$ cat src/rtl/quad_encoder_multi.sv
// quad_encoder_multi
// N-channel quadrature encoder decoder: per channel a 2-flop synchroniser,
// a glitch filter, Gray-code transition decode with x1/x2/x4 resolution,
// a signed wrap/saturate position counter, direction, step pulse and a
// sticky illegal-transition flag. Channels share no state.
module quad_encoder_multi #(
  parameter int NUM_CH     = 2,
  parameter int COUNT_W    = 8,
  parameter int FILTER_LEN = 4,
  parameter int RESOLUTION = 4,
  parameter int SATURATE   = 0
) (
  input  logic                        MAX10_CLK1_50,
  input  logic                        reset,
  input  logic [NUM_CH-1:0]           enc_a,
  input  logic [NUM_CH-1:0]           enc_b,
  input  logic [NUM_CH-1:0]           clr,
  output logic [NUM_CH*COUNT_W-1:0]   count,
  output logic [NUM_CH-1:0]           step,
  output logic [NUM_CH-1:0]           dir,
  output logic [NUM_CH-1:0]           err
);

  // Filter counter must reach FILTER_LEN during the initial lock-on phase.
  localparam int                  FCNT_W   = $clog2(FILTER_LEN + 32'sd1) + 32'sd1;
  localparam logic [FCNT_W-1:0]   FLT_LAST = FCNT_W'(FILTER_LEN - 32'sd1);
  localparam logic [FCNT_W-1:0]   FLT_INIT = FCNT_W'(FILTER_LEN);
  localparam logic [FCNT_W-1:0]   FCNT_ONE = FCNT_W'(32'sd1);
  localparam logic [FCNT_W-1:0]   FCNT_ZERO = FCNT_W'(32'sd0);
  localparam logic [COUNT_W-1:0]  CNT_MAX  = {1'b0, {(COUNT_W-1){1'b1}}};
  localparam logic [COUNT_W-1:0]  CNT_MIN  = {1'b1, {(COUNT_W-1){1'b0}}};
  localparam logic [COUNT_W-1:0]  CNT_ONE  = COUNT_W'(32'sd1);
  localparam logic [COUNT_W-1:0]  CNT_ZERO = COUNT_W'(32'sd0);
  localparam logic                SAT_EN   = (SATURATE != 32'sd0);

  // Position of an {A,B} state along the forward Gray cycle 00,10,11,01.
  function automatic logic [1:0] gray_pos(input logic [1:0] ab);
    logic [1:0] pos;
    case (ab)
      2'b00:   pos = 2'd0;
      2'b10:   pos = 2'd1;
      2'b11:   pos = 2'd2;
      2'b01:   pos = 2'd3;
      default: pos = 2'd0;
    endcase
    return pos;
  endfunction

  // Whether a legal transition into state ab produces a count at this resolution.
  function automatic logic counts_here(input logic [1:0] ab);
    logic hit;
    if (RESOLUTION == 32'sd4) begin
      hit = 1'b1;
    end else if (RESOLUTION == 32'sd2) begin
      hit = (ab == 2'b00) || (ab == 2'b11);
    end else begin
      hit = (ab == 2'b00);
    end
    return hit;
  endfunction

  for (genvar i = 0; i < NUM_CH; i++) begin : g_ch
    logic [1:0]         s1_r;
    logic [1:0]         s2_r;
    logic [1:0]         ab_r;
    logic [FCNT_W-1:0]  fcnt_r;
    logic [FCNT_W-1:0]  fcnt_nxt_s;
    logic               init_r;
    logic               accept_s;
    logic [1:0]         delta_s;
    logic               count_ev_s;
    logic               illegal_s;
    logic               dir_nxt_s;
    logic [COUNT_W-1:0] count_r;
    logic [COUNT_W-1:0] count_nxt_s;
    logic               step_r;
    logic               dir_r;
    logic               err_r;

    // Glitch filter: accept s2 once it has differed from ab for FILTER_LEN
    // straight cycles; while locking on after reset, accept any s2 that has
    // been stable for FILTER_LEN+1 cycles so the power-up state is learned.
    always_comb begin
      fcnt_nxt_s = fcnt_r;
      accept_s   = 1'b0;
      if (s1_r != s2_r) begin
        fcnt_nxt_s = FCNT_ZERO;
      end else if (init_r) begin
        if (fcnt_r == FLT_INIT) begin
          accept_s   = 1'b1;
          fcnt_nxt_s = FCNT_ZERO;
        end else begin
          fcnt_nxt_s = fcnt_r + FCNT_ONE;
        end
      end else if (s2_r == ab_r) begin
        fcnt_nxt_s = FCNT_ZERO;
      end else if (fcnt_r == FLT_LAST) begin
        accept_s   = 1'b1;
        fcnt_nxt_s = FCNT_ZERO;
      end else begin
        fcnt_nxt_s = fcnt_r + FCNT_ONE;
      end
    end

    // Transition decode: one step forward/back is legal, two steps is illegal.
    always_comb begin
      delta_s    = gray_pos(s2_r) - gray_pos(ab_r);
      count_ev_s = 1'b0;
      illegal_s  = 1'b0;
      dir_nxt_s  = dir_r;
      if (accept_s && !init_r) begin
        case (delta_s)
          2'd1: begin
            dir_nxt_s  = 1'b1;
            count_ev_s = counts_here(s2_r);
          end
          2'd3: begin
            dir_nxt_s  = 1'b0;
            count_ev_s = counts_here(s2_r);
          end
          2'd2: begin
            illegal_s  = 1'b1;
          end
          default: begin
            count_ev_s = 1'b0;
            illegal_s  = 1'b0;
          end
        endcase
      end else begin
        count_ev_s = 1'b0;
        illegal_s  = 1'b0;
      end
    end

    // Next position: wrap naturally or clamp at the signed limits.
    always_comb begin
      count_nxt_s = count_r;
      if (count_ev_s && dir_nxt_s) begin
        if (SAT_EN && (count_r == CNT_MAX)) begin
          count_nxt_s = count_r;
        end else begin
          count_nxt_s = count_r + CNT_ONE;
        end
      end else if (count_ev_s) begin
        if (SAT_EN && (count_r == CNT_MIN)) begin
          count_nxt_s = count_r;
        end else begin
          count_nxt_s = count_r - CNT_ONE;
        end
      end else begin
        count_nxt_s = count_r;
      end
    end

    // Channel state registers; clr only touches count and err, reset wins over all.
    always_ff @(posedge MAX10_CLK1_50) begin
      if (reset) begin
        s1_r    <= 2'b00;
        s2_r    <= 2'b00;
        ab_r    <= 2'b00;
        fcnt_r  <= FCNT_ZERO;
        init_r  <= 1'b1;
        count_r <= CNT_ZERO;
        step_r  <= 1'b0;
        dir_r   <= 1'b0;
        err_r   <= 1'b0;
      end else begin
        s1_r   <= {enc_a[i], enc_b[i]};
        s2_r   <= s1_r;
        fcnt_r <= fcnt_nxt_s;
        if (accept_s) begin
          ab_r   <= s2_r;
          init_r <= 1'b0;
        end
        step_r <= count_ev_s;
        dir_r  <= dir_nxt_s;
        if (clr[i]) begin
          count_r <= CNT_ZERO;
          err_r   <= 1'b0;
        end else begin
          count_r <= count_nxt_s;
          err_r   <= err_r | illegal_s;
        end
      end
    end

    assign count[i*COUNT_W +: COUNT_W] = count_r;
    assign step[i] = step_r;
    assign dir[i]  = dir_r;
    assign err[i]  = err_r;
  end

endmodule

$ cat config.mk
export PLATFORM = sky130hd
export DESIGN_NAME = quad_encoder_multi
export DESIGN_NICKNAME = d
export VERILOG_FILES = /design/src/rtl/quad_encoder_multi.sv
export SDC_FILE = /design/constraint.sdc
export NUM_CORES = 1
export LEC_CHECK = 0
export ABC_AREA = 1
export CAP_MARGIN = 5
export CORE_AREA = 2 2 58 100
export CTS_CLUSTER_SIZE = 8
export DETAILED_ROUTE_END_ITERATION = 10
export DIE_AREA = 0 0 60 102
export PLACE_DENSITY = 0.73
export SYNTH_ARGS = -nofsm -noshare
export SYNTH_HDL_FRONTEND = slang
export SYNTH_SLANG_ARGS = --single-unit
$ cat constraint.sdc
create_clock -name MAX10_CLK1_50 -period 2.6 [get_ports MAX10_CLK1_50]
set_input_delay 0.65 -clock MAX10_CLK1_50 [delete_from_list [all_inputs] [get_ports MAX10_CLK1_50]]
set_output_delay 0.65 -clock MAX10_CLK1_50 [all_outputs]
set_load 0.02 [all_outputs]
# == After elaboration in Yosys (flattened, before gate mapping) ==
# Index checks and enable logic that the tools add are counted.
# classes
bitwise,2
n_eq_ne,26
addsub,8
muxes,38
reduce_logical,18
# ops
op,count
$mux 4,8
$mux 8,4
$pmux 2 s4,4
$eq 2x2->1 const B,12
$mux 1,20
$add 8x1->8 const B,2
$sub 8x1->8 const B,2
$eq 2x1->1 const B,6
$reduce_or 2->1,6
$add 4x1->4 const B,2
$eq 4x2->1 const B,2
$eq 4x3->1 const B,2
$logic_not 2->1,4
$eq 2x2->1,2
$logic_and 1x1->1,4
$ne 2x2->1,2
$pmux 1 s2,2
$reduce_bool 2->1,2
$sub 2x2->2,2
$logic_not 1->1,2
$or 1x1->1,2
# totals
ff_bits,44
input_bits,8
elab_cells,110
out_inout_bits,22

# == Logic depth before layout (Yosys ltp) ==
# depth
depth_word,9
mapped_depth,22

# == Worst setup path after synthesis ==
# Ideal clock, no wire load.
# synth_timing
kind,register -> register
start,reg g_ch[0].s2_r[0]
end,reg g_ch[0].count_r[7]
stages_incl_launch_ff,20
required_time_ps,2485
period_less_slack_ps,2865
n_path_buf,1
setup_ps,115
slack_ps,-265
arrival_ps,2750
cell_sequence,dfxtp_1 inv_1 ha_1 inv_1 ha_1 inv_1 nand2_2 clkinv_2 buf_6 nand3_1 ha_1 nand3_1 nand2_1 nand4_1 nand3_1 nor2_1 nor2_1 nand3_1 nand2_1 nor2_1
# synth_between
elab_chain_cells,9
# synth_rtl
element,line_no,source
"start, declared",64,logic [1:0] s2_r;
"start signal, assigned",169,s2_r <= s1_r;
"$eq 2x1->1, or another cell as far along",39,case (ab)
$pmux 2 s4,39,
$sub 2x2->2,107,delta_s = gray_pos(s2_r) - gray_pos(ab_r);
$eq 2x2->1 / $eq 2x1->1 (equally long branches),112,case (delta_s)
$reduce_or 2->1 (no source line),--,
$mux 1,--,
$mux 1,111,if (accept_s && !init_r) begin
$logic_and 1x1->1,138,if (count_ev_s && dir_nxt_s) begin
$mux 8 / $reduce_bool 2->1 (equally long branches),--,
"end signal, assigned",181,count_r <= count_nxt_s;
"end, declared",74,logic [COUNT_W-1:0] count_r;
# Several ways; a longest one is shown, not always the timed one.
# A chain may end at the register's enable or synchronous reset.

# == Final worst setup path ==
# layout_timing
start,reg g_ch[1].ab_r[0]
end,reg g_ch[1].count_r[5]
# layout_between
elab_chain_cells,9
# layout_rtl
element,line_no,source
"start, declared",65,logic [1:0] ab_r;
"start signal, assigned",172,ab_r <= s2_r;
"$eq 2x1->1, or another cell as far along",39,
$pmux 2 s4,39,
$sub 2x2->2,107,
$eq 2x2->1 / $eq 2x1->1 (equally long branches),112,
$reduce_or 2->1 (no source line),--,
$mux 1,--,
$mux 1,111,
$logic_and 1x1->1,138,
$mux 8 / $reduce_bool 2->1 (equally long branches),--,
"end signal, assigned",181,
"end, declared",74,
# Several ways; a longest one is shown, not always the timed one.

==> results.toml <==
[run_status]
outcome = "complete, but fails checks"
violations = "negative setup slack"

[pwr]
combPwrFrac = 0.111
power_density_mw_per_mm2 = 326
leakage_nw = 1.64
peakVddDrop_uv = 195
switching_share = 0.248
p_sw_mw = 0.306
p_int_mw = 0.926
pwr-share-clk = 0.322
power_mw = 1.23
seqPwrFrac = 0.567

[synth]
ys_ff_latch = 44
synth_top_cell_by_area = "dfxtp_1"
yosysSeqAreaShare = 0.336
async_reset_ff_frac = 0
synth_edf_count = 0
yosysWarnings = 0
synth_ff_type = "dfxtp_1"
synth_nets = 381
avgSynthCellArea_um2 = 7.71
synthesis.area_mm2 = 0.00262
synthTopCellsByArea = "dfxtp_1 (34%), ha_1 (15%), inv_1 (7.4%)"
netlist.area_leader.share = 0.336
synth_cell_types = 29
synth_common_cells = "inv_1 (52), nand2_1 (50), dfxtp_1 (44)"
syn_inst = 340
yosysMostFrequentCell = "inv_1"

[sta]
worstMarginPinSlew_ns = 0.292
setup_violations = 2
relSlewSlack = 0.805
fmax_mhz = 378
rsz0062_at_grt = "true"
min_period_over_period = 1.02
fin_worst_skew_ns = 0.00355
period_minus_slack_ns = 2.65
hold_violations = 0
final-max-slew-violation-count = 0
fin_ws_ns = -0.0472

[critical_path]
critPathKind = "register to register"
slowest_stage = "dfxtp_2"
critPathTopFamily = "adder cells"
path_common_cell = "ha_4"
critPathBufInv = 4
crit_path_start_kind = "register"
cp_data_arrival_time_ns = 2.84
ff2ff_setup_slack_ns = -0.05
cpPeakStageDelay_ns = 0.34
end_kind = "register"
required_ns = 2.79
crit_chain = "inv_1 > ha_4 > ha_4 > inv_2 > nand3_2 > nand2_1 > nand2_1 > nand2_2 > nor2_4 > clkinv_4 > ha_4 > a21oi_2 > nand2_2 > buf_4 > a21oi_1 > xor2_1 > a21oi_1"
worstPathMaxFanout = 6

[global_routing]
gr-usage-all-layers = 0.195
grt_pass1_vias = 2217
antenna_found_initial = 0
grt_pass1_wl_um = 9320
grt_max_degree = 14
overflow = 0

[drt]
postRouteWirelength_um = 6290
drt-pass1-iter-count = 4
drtIter0Drc = 43
wire_per_inst_um = 13.0
via_per_inst = 4.92
routed-via-count = 2376
drt_drc_violations_left = 0
ant_nets = 0

[clock_network]
path_clk_slew_ns = 0.08
clock_latency_ns = 0.30
numCtsBuffers = 5
cts.hold.buffers_added = 0
cts_max_path_buffers = 2
cts_tree = "built"
htree_levels = 2
cts-root-buf = "clkbuf_8"
cts.sink_count = 44

[final_layout]
postLayoutCoreUtil = 0.714
fillers = 388
area_growth_pct = 44.4
final_nets = 452
drive_gt1_frac = 0.369
diodes = 0

[job]
cap_viol_max_count = 0

[placed_design]
dp_hpwl_um = 4110
io_buffers = 29
place_congestion = 0.793
pre_cts_ws_ns = -0.0427

[floorplan]
coreArea_mm2 = 0.00530
start_util = 0.495
num_rows = 35
dieArea_mm2 = 0.00612
dieHeight_um = 102
die_x_um = 60
io_pins = 30

[worst_hold_path]
min_path_type = "register to register"
==> kinds of logic (layout without fill, tap and decap cells) <==
kind of cell,after synthesis,after routing,synth area share
AOI/OAI and AO/OA,57,57,0.117
xor gates and xnor gates,20,20,0.0668
adders and majority gates,33,33,0.163
buffers and inverters,63,132,0.110
DFF,44,44,0.336
and+or+nand+nor,123,123,0.206
==> through the flow <==
stage | hold slack, ns | setup TNS [ns] | cells | cell area [um^2]
after floorplan | 0.409 | -0.0168 | 340 | 2690
after global placement | 0.420 | -0.0104 | 462 | 3210
after global routing | 0.468 | -0.875 | 483 | 3780
after detailed placement | 0.422 | -0.0502 | 462 | 3210
final | 0.451 | -0.0539 | 483 | 3780
after CTS | 0.437 | 0 | 470 | 3360
==> cells in the final DEF, fill, tap and decap left out <==
cell type / Yosys / layout
xnor2_1: 11 / 7
nand3_4: 0 / 1
buf_4: 6 / 42
nand4_1: 2 / 2
dfxtp_4: 0 / 4
a21oi_2: 2 / 8
ha_2: 0 / 1
nand2_4: 2 / 2
nand3_2: 0 / 10
nor2_2: 2 / 4
nand3_1: 22 / 11
dfxtp_2: 0 / 7
buf_6: 1 / 2
ha_1: 31 / 13
a21oi_1: 28 / 20
nand2_2: 2 / 12
fa_2: 0 / 2
xor2_1: 9 / 8
nor2_4: 2 / 5
xnor2_2: 0 / 4
a21oi_4: 0 / 2
inv_4: 0 / 2
inv_1: 52 / 36
clkbuf_8: 0 / 5
inv_2: 0 / 14
clkinv_4: 1 / 2
o21ai_0: 17 / 12
a21o_1: 2 / 2
and3_1: 1 / 1
and3_2: 1 / 1
o21ai_1: 4 / 8
a31oi_1: 2 / 2
o21ai_2: 2 / 3
nor2_1: 39 / 34
clkdlybuf4s50_1: 0 / 29
nand2_1: 50 / 40
xor2_2: 0 / 1
dfxtp_1: 44 / 33
ha_4: 0 / 17
==> worst reg2reg max path, cell delays in order (launching register included) <==
cell and delay (ns):
dfxtp_2 0.34, inv_1 0.08, ha_4 0.29, ha_4 0.14, inv_2 0.04, nand3_2 0.07
nand2_1 0.09, nand2_1 0.10, nand2_2 0.08, nor2_4 0.15, clkinv_4 0.12, ha_4 0.28
a21oi_2 0.15, nand2_2 0.08, buf_4 0.14, a21oi_1 0.14, xor2_1 0.18, a21oi_1 0.08
==> metal layers <==
metal,global-route usage,up-vias,share of wire
met1,0.209,1106,0.36
met2,0.366,45,0.58
met5,0,-,0
met3,0.0316,12,0.032
met4,0.0735,0,0.023
li1,-,1213,-
==> flip-flops by register name, indices dropped and copies added, names as in the netlist, 4 cells and up <==
signal and cells:
g_ch.s2_r 4, g_ch.ab_r 4, g_ch.s1_r 4, g_ch.count_r 16, g_ch.fcnt_r 8
==> power groups by stage <==
| stage | Sequential (mW) | Combinational, mW | Clock [mW] |
|---|---|---|---|
| CTS | 0.695 | 0.105 | 0.411 |
| detailed placement | 0.711 | 0.0999 | 0 |
| global placement | 0.710 | 0.0972 | 0 |
| finish | 0.698 | 0.137 | 0.397 |
| floorplan | 0.710 | 0.0565 | 0 |
| global route | 0.700 | 0.151 | 0.436 |
==> path summary, 6_finish.rpt <==
path	cells after the start	start	to
worst max-delay path	17	g_ch[1].ab_r[0]$_SDFFE_PP0N_	g_ch[1].count_r[5]$_SDFFE_PP0P_
worst min-delay path	2	g_ch[1].s1_r[0]$_SDFF_PP0_	g_ch[1].s2_r[0]$_SDFF_PP0_
worst max register to register	17	g_ch[1].ab_r[0]$_SDFFE_PP0N_	g_ch[1].count_r[5]$_SDFFE_PP0P_
worst min register to register	2	g_ch[1].s1_r[0]$_SDFF_PP0_	g_ch[1].s2_r[0]$_SDFF_PP0_
==> timing repair <==
action	CTS	global route
pin swaps	5	51
setup endpoints to repair	4	7
buffers inserted	3	13
gates resized for setup	13	88
==> cell type report <==
class	count	area (um^2)	area share
Clock buffer	5	68.8	0.0182
Multi-Input combinational cell	233	1870	0.495
Tap cell	74	92.6	0.0245
Sequential cell	44	905	0.239
Timing Repair Buffer	73	628	0.166
Inverter	54	218	0.0575
No activity file was read; power rests on OpenSTA's default activity.
